==> src/rtl/commutator_frame_reg_pkg.sv <==
// Shared helpers and types for the frame-synchronous commutator.
package commutator_frame_reg_pkg;

    // Index width for a set of n items; never narrower than one bit.
    function automatic int idx_width(input int n);
        return (n > 1) ? $clog2(n) : 1;
    endfunction

    // Identity routing used at reset: output k listens to input k mod n.
    function automatic int ident_sel(input int k, input int n);
        return k % n;
    endfunction

    // Classification of a config-port cycle.
    typedef enum logic [1:0] {
        CFG_IDLE    = 2'd0,   // no request
        CFG_ACCEPT  = 2'd1,   // legal write lands in shadow
        CFG_REJECT  = 2'd2,   // out-of-range channel/select, flagged on cfg_err
        CFG_BLOCKED = 2'd3    // commit outstanding, initiator must hold
    } cfg_outcome_e;

endpackage

==> src/rtl/commutator_frame_reg_chan.sv <==
// One output lane: shadow/active routing registers, N-to-1 mux and output register.
module comm_chan_reg
    import commutator_frame_reg_pkg::*;
#(
    parameter int N_IN    = 5,
    parameter int DW      = 1,
    parameter int SEL_W   = 3,
    parameter int RST_SEL = 0
) (
    input  logic                 clk,
    input  logic                 rst_n,
    input  logic                 wr,
    input  logic [SEL_W-1:0]     wr_sel,
    input  logic                 wr_en,
    input  logic                 apply,
    input  logic [N_IN*DW-1:0]   in_data,
    output logic [DW-1:0]        out_data,
    output logic                 out_en
);

    localparam logic [SEL_W-1:0] RST_SEL_V = SEL_W'(RST_SEL);

    logic [SEL_W-1:0] shadow_sel_reg;
    logic             shadow_en_reg;
    logic [SEL_W-1:0] act_sel_reg;
    logic             act_en_reg;
    logic [DW-1:0]    out_data_reg;
    logic [DW-1:0]    mux_next;

    // Stage a routing write; the active copy is untouched until apply.
    always_ff @(posedge clk or negedge rst_n) begin
        if (!rst_n) begin
            shadow_sel_reg <= RST_SEL_V;
            shadow_en_reg  <= 1'b0;
        end else if (wr) begin
            shadow_sel_reg <= wr_sel;
            shadow_en_reg  <= wr_en;
        end
    end

    // Copy shadow to active only on the frame-boundary apply strobe.
    always_ff @(posedge clk or negedge rst_n) begin
        if (!rst_n) begin
            act_sel_reg <= RST_SEL_V;
            act_en_reg  <= 1'b0;
        end else if (apply) begin
            act_sel_reg <= shadow_sel_reg;
            act_en_reg  <= shadow_en_reg;
        end
    end

    // Select the routed input; a disabled lane or unmatched select yields zero.
    always_comb begin
        mux_next = '0;
        if (act_en_reg) begin
            for (int i = 0; i < N_IN; i++) begin
                if (act_sel_reg == SEL_W'(i)) begin
                    mux_next = in_data[i*DW +: DW];
                end
            end
        end
    end

    // Register the lane output (one cycle of latency from in_data).
    always_ff @(posedge clk or negedge rst_n) begin
        if (!rst_n) begin
            out_data_reg <= '0;
        end else begin
            out_data_reg <= mux_next;
        end
    end

    assign out_data = out_data_reg;
    assign out_en   = act_en_reg;

endmodule

==> src/rtl/commutator_frame_reg.sv <==
// N-input to M-output commutator; routing changes are staged and applied at frame boundaries.
module commutator_frame_reg
    import commutator_frame_reg_pkg::*;
#(
    parameter  int N_IN      = 5,
    parameter  int M_OUT     = 3,
    parameter  int DW        = 1,
    parameter  int FRAME_LEN = 4,
    localparam int SEL_W     = idx_width(N_IN),
    localparam int CH_W      = idx_width(M_OUT)
) (
    input  logic                  clk,
    input  logic                  rst_n,
    input  logic                  cfg_valid,
    output logic                  cfg_ready,
    input  logic [CH_W-1:0]       cfg_ch,
    input  logic [SEL_W-1:0]      cfg_sel,
    input  logic                  cfg_en,
    input  logic                  commit,
    input  logic [N_IN*DW-1:0]    in_data,
    output logic [M_OUT*DW-1:0]   out_data,
    output logic [M_OUT-1:0]      out_en,
    output logic                  frame_start,
    output logic                  pending,
    output logic                  cfg_err
);

    localparam int              CNT_W    = idx_width(FRAME_LEN);
    localparam logic [CNT_W-1:0] CNT_LAST = CNT_W'(FRAME_LEN - 1);

    logic [CNT_W-1:0] frame_cnt_reg;
    logic             pending_reg;
    logic             cfg_err_reg;
    logic             cnt_last;
    logic             apply;
    logic             cfg_legal;
    cfg_outcome_e     cfg_outcome;

    assign cnt_last    = (frame_cnt_reg == CNT_LAST);
    assign apply       = pending_reg && cnt_last;
    assign cfg_legal   = (32'(cfg_ch) < M_OUT) && (32'(cfg_sel) < N_IN);

    assign frame_start = (frame_cnt_reg == '0);
    assign pending     = pending_reg;
    assign cfg_ready   = !pending_reg;
    assign cfg_err     = cfg_err_reg;

    // Free-running frame counter, wrapping at FRAME_LEN-1.
    always_ff @(posedge clk or negedge rst_n) begin
        if (!rst_n) begin
            frame_cnt_reg <= '0;
        end else if (cnt_last) begin
            frame_cnt_reg <= '0;
        end else begin
            frame_cnt_reg <= frame_cnt_reg + 1'b1;
        end
    end

    // Classify the config request: blocked while a commit is outstanding.
    always_comb begin
        cfg_outcome = CFG_IDLE;
        if (cfg_valid) begin
            if (pending_reg) begin
                cfg_outcome = CFG_BLOCKED;
            end else if (cfg_legal) begin
                cfg_outcome = CFG_ACCEPT;
            end else begin
                cfg_outcome = CFG_REJECT;
            end
        end
    end

    // Pending flag: set by commit when idle, cleared by the boundary apply.
    // A commit seen in the last frame cycle only sets the flag, so it waits a full frame.
    always_ff @(posedge clk or negedge rst_n) begin
        if (!rst_n) begin
            pending_reg <= 1'b0;
        end else if (apply) begin
            pending_reg <= 1'b0;
        end else if (commit && !pending_reg) begin
            pending_reg <= 1'b1;
        end
    end

    // One-cycle error pulse for each rejected write.
    always_ff @(posedge clk or negedge rst_n) begin
        if (!rst_n) begin
            cfg_err_reg <= 1'b0;
        end else begin
            cfg_err_reg <= (cfg_outcome == CFG_REJECT);
        end
    end

    generate
        for (genvar gi = 0; gi < M_OUT; gi++) begin : g_chan
            logic wr_hit;
            assign wr_hit = (cfg_outcome == CFG_ACCEPT) && (cfg_ch == CH_W'(gi));

            comm_chan_reg #(
                .N_IN    (N_IN),
                .DW      (DW),
                .SEL_W   (SEL_W),
                .RST_SEL (ident_sel(gi, N_IN))
            ) u_chan (
                .clk      (clk),
                .rst_n    (rst_n),
                .wr       (wr_hit),
                .wr_sel   (cfg_sel),
                .wr_en    (cfg_en),
                .apply    (apply),
                .in_data  (in_data),
                .out_data (out_data[gi*DW +: DW]),
                .out_en   (out_en[gi])
            );
        end
    endgenerate

endmodule
==> config.mk <==
export PLATFORM = sky130hd
export DESIGN_NAME = commutator_frame_reg
export DESIGN_NICKNAME = d
export VERILOG_FILES = /design/src/rtl/commutator_frame_reg_pkg.sv /design/src/rtl/commutator_frame_reg_chan.sv /design/src/rtl/commutator_frame_reg.sv
export SDC_FILE = /design/constraint.sdc
export NUM_CORES = 1
export LEC_CHECK = 0
export CORE_MARGIN = 2
export CORE_UTILIZATION = 54
export CTS_BUF_LIST = sky130_fd_sc_hd__clkbuf_16
export DETAILED_ROUTE_END_ITERATION = 7
export PLACE_DENSITY = 0.82
export SLEW_MARGIN = 5
export SYNTH_ARGS = -nofsm -noshare
export SYNTH_HDL_FRONTEND = slang
export SYNTH_SLANG_ARGS = --single-unit
==> constraint.sdc <==
create_clock -name clk -period 4.4 [get_ports clk]
set_input_delay 0.66 -clock clk [delete_from_list [all_inputs] [get_ports clk]]
set_output_delay 0.66 -clock clk [all_outputs]
set_load 0.01 [all_outputs]
==> flow_metrics.py <==
metrics = {
    "status": {
        "outcome": "complete, no violations",
    },
    "layout": {
        "nFillCells": 166,
        "area_growth_pct": 27.5,
        "final_util": 0.716,
        "fin_area_um2": 1740,
        "drive_gt1_frac": 0.331,
        "nNetsFinal": 143,
        "n_antenna_cell": 0,
    },
    "drt": {
        "drtIter0Drc": 18,
        "drc": 0,
        "ant_nets": 0,
        "via_count": 861,
        "drt_wl_total_mm": 2.56,
        "first_pass_iters": 4,
        "viasPerCell": 5.48,
        "wire_per_inst_um": 16.3,
    },
    "worst_setup_path": {
        "crit_buf_inv": 2,
        "end_kind": "output port",
        "startpoint_type": "flip-flop",
        "cp_top_family": "buffers and inverters",
        "critPathMaxFanout": 3,
        "worstSetupPathType": "reg2out",
        "r2r-start": "frame_cnt_reg[0]$_DFF_PN0_",
        "crit_chain": "inv_1, ha_1, clkdlybuf4s50_1",
        "slowest_delay_ns": 0.52,
        "critPathArrivalTime_ns": 1.38,
        "rr_worst_depth": 3,
        "required_ns": 3.74,
        "r2r_end": "g_chan[0].u_chan.act_sel_reg[2]$_DFFE_PN0P_",
        "worst_path_max_delay_cell": "clkdlybuf4s50_1",
        "reg2reg_slack_ns": 2.87,
    },
    "cts": {
        "cts.sinks": 31,
        "cts_root_buffer": "clkbuf_16",
        "cts_buffer_depth": 2,
        "cts.repair.resized": 0,
        "holdBufCountCts": 0,
        "htree_levels": 2,
        "cts_setup_buffers": 0,
        "cts_buffers": 5,
        "path_clk_slew_ns": 0.05,
        "cts_tree": "done",
        "clk_latency_ns": 0.27,
    },
    "synthesis": {
        "synth_edf_count": 0,
        "netlist_area_um2": 1370,
        "avgSynthCellArea_um2": 13.5,
        "synth_nets": 118,
        "synth_seq_area_share": 0.571,
        "yosysMostFrequentCell": "dfrtp_1",
        "ys_seq_elements": 31,
        "async_flop_share": 1.00,
        "synth_cells": 101,
        "synth.top_cells.by_count": "dfrtp_1 (27), mux2_2 (25), buf_4 (6), inv_1 (5)",
        "synth_cell_types": 24,
        "dominantRegCellSynth": "dfrtp_1",
        "synth_area_leaders": "dfrtp_1 (49%), mux2_2 (21%), dfstp_2 (7.7%), buf_4 (3.3%), mux2i_1 (2.9%)",
        "ys_warn_count": 0,
        "synth_top_area_cell": "dfrtp_1",
        "synth_top_area_share": 0.495,
    },
    "pwr": {
        "p_per_area_nw_per_um2": 513,
        "p_leak_nw": 0.764,
        "vdd_drop_max_v": 0.000486,
    },
    "hold_path": {
        "worstHoldStart": "frame_cnt_reg[0]$_DFF_PN0_",
        "hold_path_class": "reg2reg",
        "holdPathStages": 1,
        "hold_end": "frame_cnt_reg[0]$_DFF_PN0_",
    },
    "sta": {
        "rsz0062_at_grt": "no",
        "fmax_ghz": 0.491,
        "whs_ns": 0.458,
        "fin_tns_setup_ns": 0,
        "worstMarginPinSlew_ns": 0.518,
        "setup_viol": 0,
        "fin_skew_ns": 0.00318,
        "final.min_clock_period_ns": 2.04,
        "relSlewSlack": 0.654,
        "drv_slew": 0,
        "fin_crit_sh": 0.463,
        "hold_viol_final": 0,
    },
    "placed_design": {
        "place_area_um2": 1600,
        "io_buffers": 24,
        "gp_congestion": 0.874,
        "place_hpwl_mm": 1.78,
    },
    "floorplanning": {
        "core-area_um2": 2430,
        "die_width_um": 54.3,
        "rows": 18,
        "die_h_um": 54.3,
        "die_area_um2": 2950,
        "io_pins": 25,
        "start_util": 0.562,
    },
    "grt": {
        "track_usage": 0.209,
        "grt_pass1_vias": 905,
        "grt_start_max_net_pins": 32,
        "grt_first_pass_wirelength_mm": 4.14,
        "antenna_found_initial": 0,
        "grt_overflow": 0,
    },
    "flow_run": {
        "max_cap_viol_count": 0,
    },
}
-- worst reg2reg max path, stage by stage, from the launching register on --
cell and delay (ns):
dfrtp_1 0.39, ha_1 0.21, nand2_1 0.40, mux2_2 0.41
-- cell type report --
| cell class | count | area [µm²] | share of cell area |
|---|---|---|---|
| clock buffer | 5 | 125 | 0.0718 |
| clock inverter | 3 | 15.0 | 0.00862 |
| inverter | 5 | 18.8 | 0.0108 |
| timing repair buffer | 25 | 248 | 0.142 |
| sequential | 31 | 781 | 0.448 |
| tap | 30 | 37.5 | 0.0216 |
| multi-input combinational | 58 | 517 | 0.297 |
-- through the flow --
step,instances,power [mW],setup WS (ns)
2_1_floorplan,101,0.514,2.95
3_3_place_gp,149,0.566,2.36
3_5_place_dp,149,0.577,2.33
4_1_cts,157,0.902,2.35
5_1_grt,157,0.940,2.30
6_report,157,0.894,2.36
-- cell usage in the layout, fill, tap and decap left out, drive strengths merged, types with 2 or more instances in the layout --
master and n:
dfstp 4, nor2 3, clkinv 3, clkbuf 5, mux2 25, nand2 4, a21oi 2, dfrtp 27
nand3 3, clkdlybuf4s50 24, a31o 2, nand4b 3, inv 5, ha 2, mux2i 4
-- cell families after synthesis --
kind of cell / after synthesis / synth area share
adders and majority gates: 2 / 0.0183
AOI/OAI and AO/OA: 9 / 0.0485
DFF: 31 / 0.571
and+or+nand+nor: 18 / 0.0760
muxes: 29 / 0.235
buffers and inverters: 12 / 0.0504
-- power by group --
part / internal (mW) / total, mW / switching (mW)
combinational: 0.106 / 0.162 / 0.0560
clock: 0.205 / 0.317 / 0.111
sequential: 0.360 / 0.415 / 0.0555
-- routing by layer --
metal	track usage	vias to the layer above	part of all wire
li1	-	405	-
met1	0.250	423	0.44
met2	0.331	27	0.49
met3	0.0820	6	0.048
met4	0.100	0	0.018
met5	0	-	0
-- worst max path at each step --
stage	startpoint	endpoint	slack, ns	depth (start not counted)
after floorplan	cfg_valid	g_chan[1].u_chan.shadow_en_reg$_DFFE_PN0P_	2.95	3
after global placement	cfg_sel[0]	g_chan[1].u_chan.shadow_sel_reg[2]$_DFFE_PN0P_	2.36	4
after detailed placement	cfg_sel[0]	g_chan[2].u_chan.shadow_en_reg$_DFFE_PN0P_	2.33	4
after CTS	frame_cnt_reg[0]$_DFF_PN0_	frame_start	2.35	3
after global routing	frame_cnt_reg[0]$_DFF_PN0_	frame_start	2.30	3
final	frame_cnt_reg[0]$_DFF_PN0_	frame_start	2.36	3
Note: power is estimated with default switching activity, not from simulation.
